===== config.mk =====
export PLATFORM = sky130hd
export DESIGN_NAME = pcie_dma_wr_sequencer_flat
export DESIGN_NICKNAME = d
export VERILOG_FILES = /design/src/rtl/pcie_dma_wr_sequencer_pkg.sv /design/src/rtl/pcie_dma_wr_sequencer_if.sv /design/src/rtl/pcie_dma_wr_sequencer.sv /design/src/flat_wrapper.sv
export SDC_FILE = /design/constraint.sdc
export NUM_CORES = 1
export LEC_CHECK = 0
export ABC_AREA = 0
export BUFFER_PORTS_ARGS = -buffer_cell sky130_fd_sc_hd__buf_4
export CAP_MARGIN = 20
export CORE_MARGIN = 3
export CORE_UTILIZATION = 50
export DETAILED_ROUTE_END_ITERATION = 6
export PLACE_DENSITY_LB_ADDON = 0.08
export SETUP_SLACK_MARGIN = 0.5
export SYNTH_ARGS = -nofsm -noshare
export SYNTH_HDL_FRONTEND = slang
export SYNTH_SLANG_ARGS = --single-unit

===== constraint.sdc =====
create_clock -name clk_in -period 4.6 [get_ports clk_in]
set_clock_uncertainty 0.15 [all_clocks]
set_input_delay 0.69 -clock clk_in [delete_from_list [all_inputs] [get_ports clk_in]]
set_output_delay 0.69 -clock clk_in [all_outputs]
set_load 0.03 [all_outputs]

===== src/rtl/pcie_dma_wr_sequencer_pkg.sv =====
// Shared constants and types for the upstream DMA-write sequencer, its register decoder and bench.
package pcie_dma_pkg;

   typedef enum logic [1:0] {IDLE, DATA, TOKEN} dma_state_e;

   localparam int unsigned TLP_QWS = 16;
   localparam int unsigned BEAT_W  = $clog2(TLP_QWS);
   localparam int unsigned LEN_W   = 5;
   localparam int unsigned ADDR_W  = 32;
   localparam int unsigned DATA_W  = 64;
   localparam int unsigned CNT_W   = 16;
   localparam int unsigned IDX_W   = 4;

   localparam logic [IDX_W-1:0]  REG_DMABASE        = 4'd0;
   localparam logic [IDX_W-1:0]  REG_DMACTRL        = 4'd1;
   localparam logic [ADDR_W-1:0] DATA_OFS           = 32'h40;
   localparam logic [ADDR_W-1:0] TLP_BYTES          = 32'(TLP_QWS * 8);
   localparam logic [DATA_W-1:0] DMA_COMPLETE_TOKEN = 64'hCAFEF00DC0DEFACE;

endpackage


===== src/rtl/pcie_dma_wr_sequencer_if.sv =====
// Register-write, source-FIFO and TX-beat signals between decoder/FIFO, sequencer and formatter.
interface pcie_dma_wr_sequencer_if;
   import pcie_dma_pkg::*;

   logic                reg_wr_valid;
   logic [IDX_W-1:0]    reg_wr_index;
   logic [31:0]         reg_wr_data;
   logic [DATA_W-1:0]   src_data;
   logic                src_valid;
   logic                src_ready;
   logic                tx_valid;
   logic                tx_ready;
   logic                tx_sop;
   logic                tx_eop;
   logic [ADDR_W-1:0]   tx_addr;
   logic [LEN_W-1:0]    tx_len_qw;
   logic [DATA_W-1:0]   tx_data;

   modport master (
      input  reg_wr_valid, reg_wr_index, reg_wr_data, src_data, src_valid, tx_ready,
      output src_ready, tx_valid, tx_sop, tx_eop, tx_addr, tx_len_qw, tx_data
   );

   modport slave (
      output reg_wr_valid, reg_wr_index, reg_wr_data, src_data, src_valid, tx_ready,
      input  src_ready, tx_valid, tx_sop, tx_eop, tx_addr, tx_len_qw, tx_data
   );

endinterface


===== src/rtl/pcie_dma_wr_sequencer.sv =====
// Streams DMACTRL[15:0] 128-byte MWr TLPs from the source FIFO, then one completion-token QW at DMABASE.
module pcie_dma_wr_sequencer
   import pcie_dma_pkg::*;
(
   input  logic                     clk_in,
   input  logic                     rstn,
   pcie_dma_wr_sequencer_if.master  bus,
   output logic                     dma_busy,
   output logic                     dma_done
);

   dma_state_e          state_q, state_d;
   logic [ADDR_W-1:0]   base_q, base_d;
   logic [ADDR_W-1:0]   tok_q, tok_d;
   logic [ADDR_W-1:0]   work_q, work_d;
   logic [CNT_W-1:0]    left_q, left_d;
   logic [BEAT_W-1:0]   beat_q, beat_d;
   logic                busy_q, busy_d;
   logic                done_q, done_d;
   logic                wr_base, wr_ctrl, last_beat;

   assign wr_base   = bus.reg_wr_valid && (bus.reg_wr_index == REG_DMABASE);
   assign wr_ctrl   = bus.reg_wr_valid && (bus.reg_wr_index == REG_DMACTRL);
   assign last_beat = (beat_q == BEAT_W'(TLP_QWS - 1));

   assign dma_busy = busy_q;
   assign dma_done = done_q;

   always_ff @(posedge clk_in or negedge rstn) begin
      if (!rstn) begin
         state_q <= IDLE;
         base_q  <= '0;
         tok_q   <= '0;
         work_q  <= '0;
         left_q  <= '0;
         beat_q  <= '0;
         busy_q  <= 1'b0;
         done_q  <= 1'b0;
      end else begin
         state_q <= state_d;
         base_q  <= base_d;
         tok_q   <= tok_d;
         work_q  <= work_d;
         left_q  <= left_d;
         beat_q  <= beat_d;
         busy_q  <= busy_d;
         done_q  <= done_d;
      end
   end

   // Next state and the zero-latency source-to-TX pass-through.
   always_comb begin
      state_d       = state_q;
      base_d        = base_q;
      tok_d         = tok_q;
      work_d        = work_q;
      left_d        = left_q;
      beat_d        = beat_q;
      busy_d        = busy_q;
      done_d        = 1'b0;
      bus.src_ready = 1'b0;
      bus.tx_valid  = 1'b0;
      bus.tx_sop    = 1'b0;
      bus.tx_eop    = 1'b0;
      bus.tx_addr   = '0;
      bus.tx_len_qw = '0;
      bus.tx_data   = '0;

      if (wr_base) begin
         base_d = {bus.reg_wr_data[31:3], 3'b000};
      end

      case (state_q)
         IDLE: begin
            if (wr_ctrl) begin
               left_d  = bus.reg_wr_data[CNT_W-1:0];
               tok_d   = base_q;
               work_d  = base_q + DATA_OFS;
               beat_d  = '0;
               busy_d  = 1'b1;
               state_d = (bus.reg_wr_data[CNT_W-1:0] != '0) ? DATA : TOKEN;
            end
         end
         DATA: begin
            bus.tx_valid  = bus.src_valid;
            bus.src_ready = bus.tx_ready;
            bus.tx_data   = bus.src_data;
            bus.tx_sop    = (beat_q == '0);
            bus.tx_eop    = last_beat;
            bus.tx_addr   = work_q;
            bus.tx_len_qw = LEN_W'(TLP_QWS);
            if (bus.src_valid && bus.tx_ready) begin
               if (last_beat) begin
                  beat_d = '0;
                  work_d = work_q + TLP_BYTES;
                  left_d = left_q - CNT_W'(1);
                  if (left_q == CNT_W'(1)) begin
                     state_d = TOKEN;
                  end
               end else begin
                  beat_d = beat_q + BEAT_W'(1);
               end
            end
         end
         TOKEN: begin
            bus.tx_valid  = 1'b1;
            bus.tx_sop    = 1'b1;
            bus.tx_eop    = 1'b1;
            bus.tx_addr   = tok_q;
            bus.tx_len_qw = LEN_W'(1);
            bus.tx_data   = DMA_COMPLETE_TOKEN;
            if (bus.tx_ready) begin
               done_d  = 1'b1;
               busy_d  = 1'b0;
               state_d = IDLE;
            end
         end
         default: state_d = IDLE;
      endcase
   end

endmodule

===== src/flat_wrapper.sv =====
// flat-port wrapper written by rule: the top's interface ports become plain ports
module pcie_dma_wr_sequencer_flat import pcie_dma_pkg::*;
  (clk_in, rstn, dma_busy, dma_done, bus_reg_wr_valid, bus_reg_wr_index, bus_reg_wr_data, bus_src_data, bus_src_valid, bus_tx_ready, bus_src_ready, bus_tx_valid, bus_tx_sop, bus_tx_eop, bus_tx_addr, bus_tx_len_qw, bus_tx_data);
  pcie_dma_wr_sequencer_if bus_i ();
  input  logic clk_in;
  input  logic rstn;
  output logic dma_busy;
  output logic dma_done;
  input wire logic [$bits(bus_i.reg_wr_valid)-1:0] bus_reg_wr_valid;
  input wire logic [$bits(bus_i.reg_wr_index)-1:0] bus_reg_wr_index;
  input wire logic [$bits(bus_i.reg_wr_data)-1:0] bus_reg_wr_data;
  input wire logic [$bits(bus_i.src_data)-1:0] bus_src_data;
  input wire logic [$bits(bus_i.src_valid)-1:0] bus_src_valid;
  input wire logic [$bits(bus_i.tx_ready)-1:0] bus_tx_ready;
  output wire logic [$bits(bus_i.src_ready)-1:0] bus_src_ready;
  output wire logic [$bits(bus_i.tx_valid)-1:0] bus_tx_valid;
  output wire logic [$bits(bus_i.tx_sop)-1:0] bus_tx_sop;
  output wire logic [$bits(bus_i.tx_eop)-1:0] bus_tx_eop;
  output wire logic [$bits(bus_i.tx_addr)-1:0] bus_tx_addr;
  output wire logic [$bits(bus_i.tx_len_qw)-1:0] bus_tx_len_qw;
  output wire logic [$bits(bus_i.tx_data)-1:0] bus_tx_data;
  assign bus_i.reg_wr_valid = bus_reg_wr_valid;
  assign bus_i.reg_wr_index = bus_reg_wr_index;
  assign bus_i.reg_wr_data = bus_reg_wr_data;
  assign bus_i.src_data = bus_src_data;
  assign bus_i.src_valid = bus_src_valid;
  assign bus_i.tx_ready = bus_tx_ready;
  assign bus_src_ready = bus_i.src_ready;
  assign bus_tx_valid = bus_i.tx_valid;
  assign bus_tx_sop = bus_i.tx_sop;
  assign bus_tx_eop = bus_i.tx_eop;
  assign bus_tx_addr = bus_i.tx_addr;
  assign bus_tx_len_qw = bus_i.tx_len_qw;
  assign bus_tx_data = bus_i.tx_data;
  pcie_dma_wr_sequencer u_core (.clk_in(clk_in), .rstn(rstn), .bus(bus_i), .dma_busy(dma_busy), .dma_done(dma_done));
endmodule

==> impl_metrics.env <==
export IMPL_critical_path_required_ns=3.76
export IMPL_firstDrtPassIters=5
export IMPL_hold_viol=0
export IMPL_clock_latency_ns=0.35
export IMPL_use_met1=0.365
export IMPL_yosysSeqAreaShare=0.387
export IMPL_synth_seq_cells=111
export IMPL_grt_busiest_layer="met2"
export IMPL_hold_slack_ns=0.210
export IMPL_drc=0
export IMPL_worstMarginPinSlew_ns=0.941
export IMPL_drv_cap=0
export IMPL_async_flop_share=1.00
export IMPL_arrival_ns=2.56
export IMPL_grt_overflow=0
export IMPL_drv_slew=0
export IMPL_synth_mux_area_frac=0.0504
export IMPL_area_growth_synth_to_final_pct=27.1
export IMPL_p_per_area_mw_per_mm2=685
export IMPL_ant_nets=0
export IMPL_hp_class="in -> async"
export IMPL_dieArea_mm2=0.0158
export IMPL_synth_top_family_by_area="simple AND/OR/NAND/NOR gates"
export IMPL_syn_inst=864
export IMPL_ys_types=65
export IMPL_grt_pass1_vias=6846
export IMPL_antenna_found_initial=0
export IMPL_timing_fmax_ghz=0.294
export IMPL_fp_dieH_um=126
export IMPL_routed_wl_mm=22.0
export IMPL_start_util=0.515
export IMPL_dpl_hpwl_mm=15.5
export IMPL_period_needed_ns=3.40
export IMPL_final_period_utilization=0.740
export IMPL_dp_slack_ns=1.24
export IMPL_wire_per_inst_um=18.1
export IMPL_drive_gt1_frac=0.269
export IMPL_finalWorstSetupSlack_ns=1.20
export IMPL_r2r_start="u_core.state_q[1]"
export IMPL_grt_max_degree=61
export IMPL_fin_tns_setup_ns=0
export IMPL_portBuffers=205
export IMPL_synth_edf_count=0
export IMPL_cts_setup_buffers=0
export IMPL_io_pins=212
export IMPL_synth_compound_area_share=0.180
export IMPL_synth_fa_ha_area_frac=0.0157
export IMPL_grt_use_met2=0.459
export IMPL_vias=7177
export IMPL_cp_startpoint="u_core.state_q[1]"
export IMPL_ctsRootBufferMaster="clkbuf_16"
export IMPL_irDropWorstVdd_mv=0.314
export IMPL_grt_pass1_wl_mm=35.6
export IMPL_synth_yosys_warnings=0
export IMPL_grtUsageMet3=0.0377
export IMPL_crit_path_end_kind="primary output"
export IMPL_place_congestion=0.876
export IMPL_cts_max_path_buffers=2
export IMPL_cts_resized=0
export IMPL_startpoint_type="flop"
export IMPL_core_area_mm2=0.0139
export IMPL_fin_util=0.654
export IMPL_diodes=0
export IMPL_synth_simple_gate_area_share=0.297
export IMPL_relSlewSlack=0.367
export IMPL_cts_buffers_inserted=9
export IMPL_cts_clk_slew_worst_paths_ns=0.07
export IMPL_power_leakage_nw=4.01
export IMPL_setup_violations_final=0
export IMPL_synth_area_mm2=0.00718
export IMPL_status="complete, no violations"
export IMPL_htree_num_levels=3
export IMPL_clkSinkCount=111
export IMPL_postSynthAreaPerCell_um2=8.31
export IMPL_std_cell_rows=43
export IMPL_holdBufCountCts=0
export IMPL_drtIter0Drc=567
export IMPL_nets=1145
export IMPL_rsz0062_at_grt="no"
export IMPL_synth_main_ff_cell="dfrtp_1"
export IMPL_cp_max_fo=60
export IMPL_synth_xor_area_frac=0.0183
export IMPL_viasPerCell=5.91
export IMPL_tritoncts="yes"
export IMPL_die_w_um=126
export IMPL_worstSetupPathType="reg -> out"
export IMPL_grtUsageTotal=0.273
## cell families after synthesis
kind of cell	count (synthesis)
AO/OA/AOI/OAI	211
XOR/XNOR	15
adder cells (fa/ha/maj)	9
buffers and inverters	87
flip-flops	111
multiplexers	33
other	1
AND/OR/NAND/NOR	397
## synth_stat cells (all sizes together), types with 3 or more instances
| library cell | instances | share of area |
|---|---|---|
| nand4 | 32 | 0.030 |
| nor3b | 5 | 0.0052 |
| a22oi | 29 | 0.030 |
| or3 | 3 | 0.0026 |
| dfrtp | 111 | 0.39 |
| a221oi | 3 | 0.0045 |
| nor2b | 67 | 0.058 |
| clkbuf | 55 | 0.029 |
| ha | 9 | 0.016 |
| a21boi | 3 | 0.0031 |
| nand3 | 34 | 0.024 |
| o31ai | 4 | 0.0042 |
| o22ai | 22 | 0.019 |
| or4 | 6 | 0.0068 |
| inv | 18 | 0.0094 |
| o21a | 4 | 0.0042 |
| nand2b | 4 | 0.0035 |
| nor2 | 28 | 0.015 |
| o32ai | 3 | 0.0037 |
| mux2i | 8 | 0.011 |
| nor4b | 3 | 0.0037 |
| mux2 | 25 | 0.039 |
| nor3 | 22 | 0.016 |
| nor4 | 20 | 0.020 |
| buf | 14 | 0.013 |
| a21oi | 74 | 0.052 |
| a211oi | 3 | 0.0031 |
| a31oi | 3 | 0.0026 |
| o21ai | 48 | 0.033 |
| nand2 | 123 | 0.064 |
| xnor2 | 9 | 0.011 |
| and3 | 8 | 0.0073 |
| and2 | 28 | 0.024 |
| xor2 | 6 | 0.0073 |
| and4 | 9 | 0.011 |
## final cells by class
| cell class | count | area, um^2 |
|---|---|---|
| clock buffer | 12 | 236 |
| clock inverter | 3 | 68.8 |
| fill | 1259 | 4820 |
| inverter | 18 | 67.6 |
| multi-input combinational | 671 | 4080 |
| sequential | 111 | 2780 |
| tap | 180 | 225 |
| timing repair buffer | 220 | 1660 |
## stage by stage
step	total power [mW]	area, um^2	instances
3_3_place_gp	5.34	8790	1199
3_5_place_dp	5.40	8790	1199
2_1_floorplan	4.21	7190	869
4_1_cts	6.24	9100	1214
6_report	6.25	9120	1215
5_1_grt	6.69	9120	1215
## layout by cell type (no fill, tap or decap), types with 8 or more instances in the layout
master / count
nor2_1: 26
buf_4: 219
nor3_1: 21
dfrtp_1: 111
and2_1: 28
mux2_2: 25
a22oi_1: 29
nand2_1: 123
nand4_1: 31
a21oi_1: 73
inv_1: 18
nand3_1: 33
nor2b_1: 67
and4_1: 9
mux2i_1: 8
nor4_1: 19
clkbuf_16: 9
o21ai_0: 46
xnor2_1: 9
o22ai_1: 22
## layer usage
metal  share of wire  up-vias
li1                -     3436
met3           0.070       36
met5               0        -
met2            0.48      301
met4           0.023        0
met1            0.43     3404
## critical path: stages, from the launching register on
cell and delay, ns:
dfrtp_1 0.41, inv_1 0.12, ha_4 0.59, buf_4 0.53, nand2_1 0.10, nor3_1 0.16, o21a_1 0.13, buf_4 0.16
## flip-flops by register name, indices dropped and copies added, names as in the netlist
name	count
u_core.state_q	2
u_core.work_q	29
u_core.dma_busy	1
u_core.base_q	29
u_core.left_q	16
u_core.tok_q	29
u_core.beat_q	4
u_core.dma_done	1
## where the power goes
| group | internal (mW) | switching (mW) | leakage [nW] |
|---|---|---|---|
| clock | 0.477 | 0.349 | 0.147 |
| combinational | 1.41 | 2.23 | 2.45 |
| sequential | 1.33 | 0.445 | 1.42 |
## path summary, 6_finish.rpt
| check | endpoint | slack (ns) | cells past startpoint |
|---|---|---|---|
| setup / recovery | bus_tx_sop | 1.20 | 7 |
| hold / removal | u_core.base_q[23] | 0.21 | 1 |
| setup reg to reg | u_core.work_q[15] | 1.52 | 8 |
| hold reg to reg | u_core.work_q[5] | 0.32 | 2 |
| max in group asynchronous | u_core.left_q[13] | 3.18 | 2 |
| min in group clk_in | u_core.work_q[5] | 0.32 | 2 |
No activity file was read; power rests on OpenSTA's default activity.
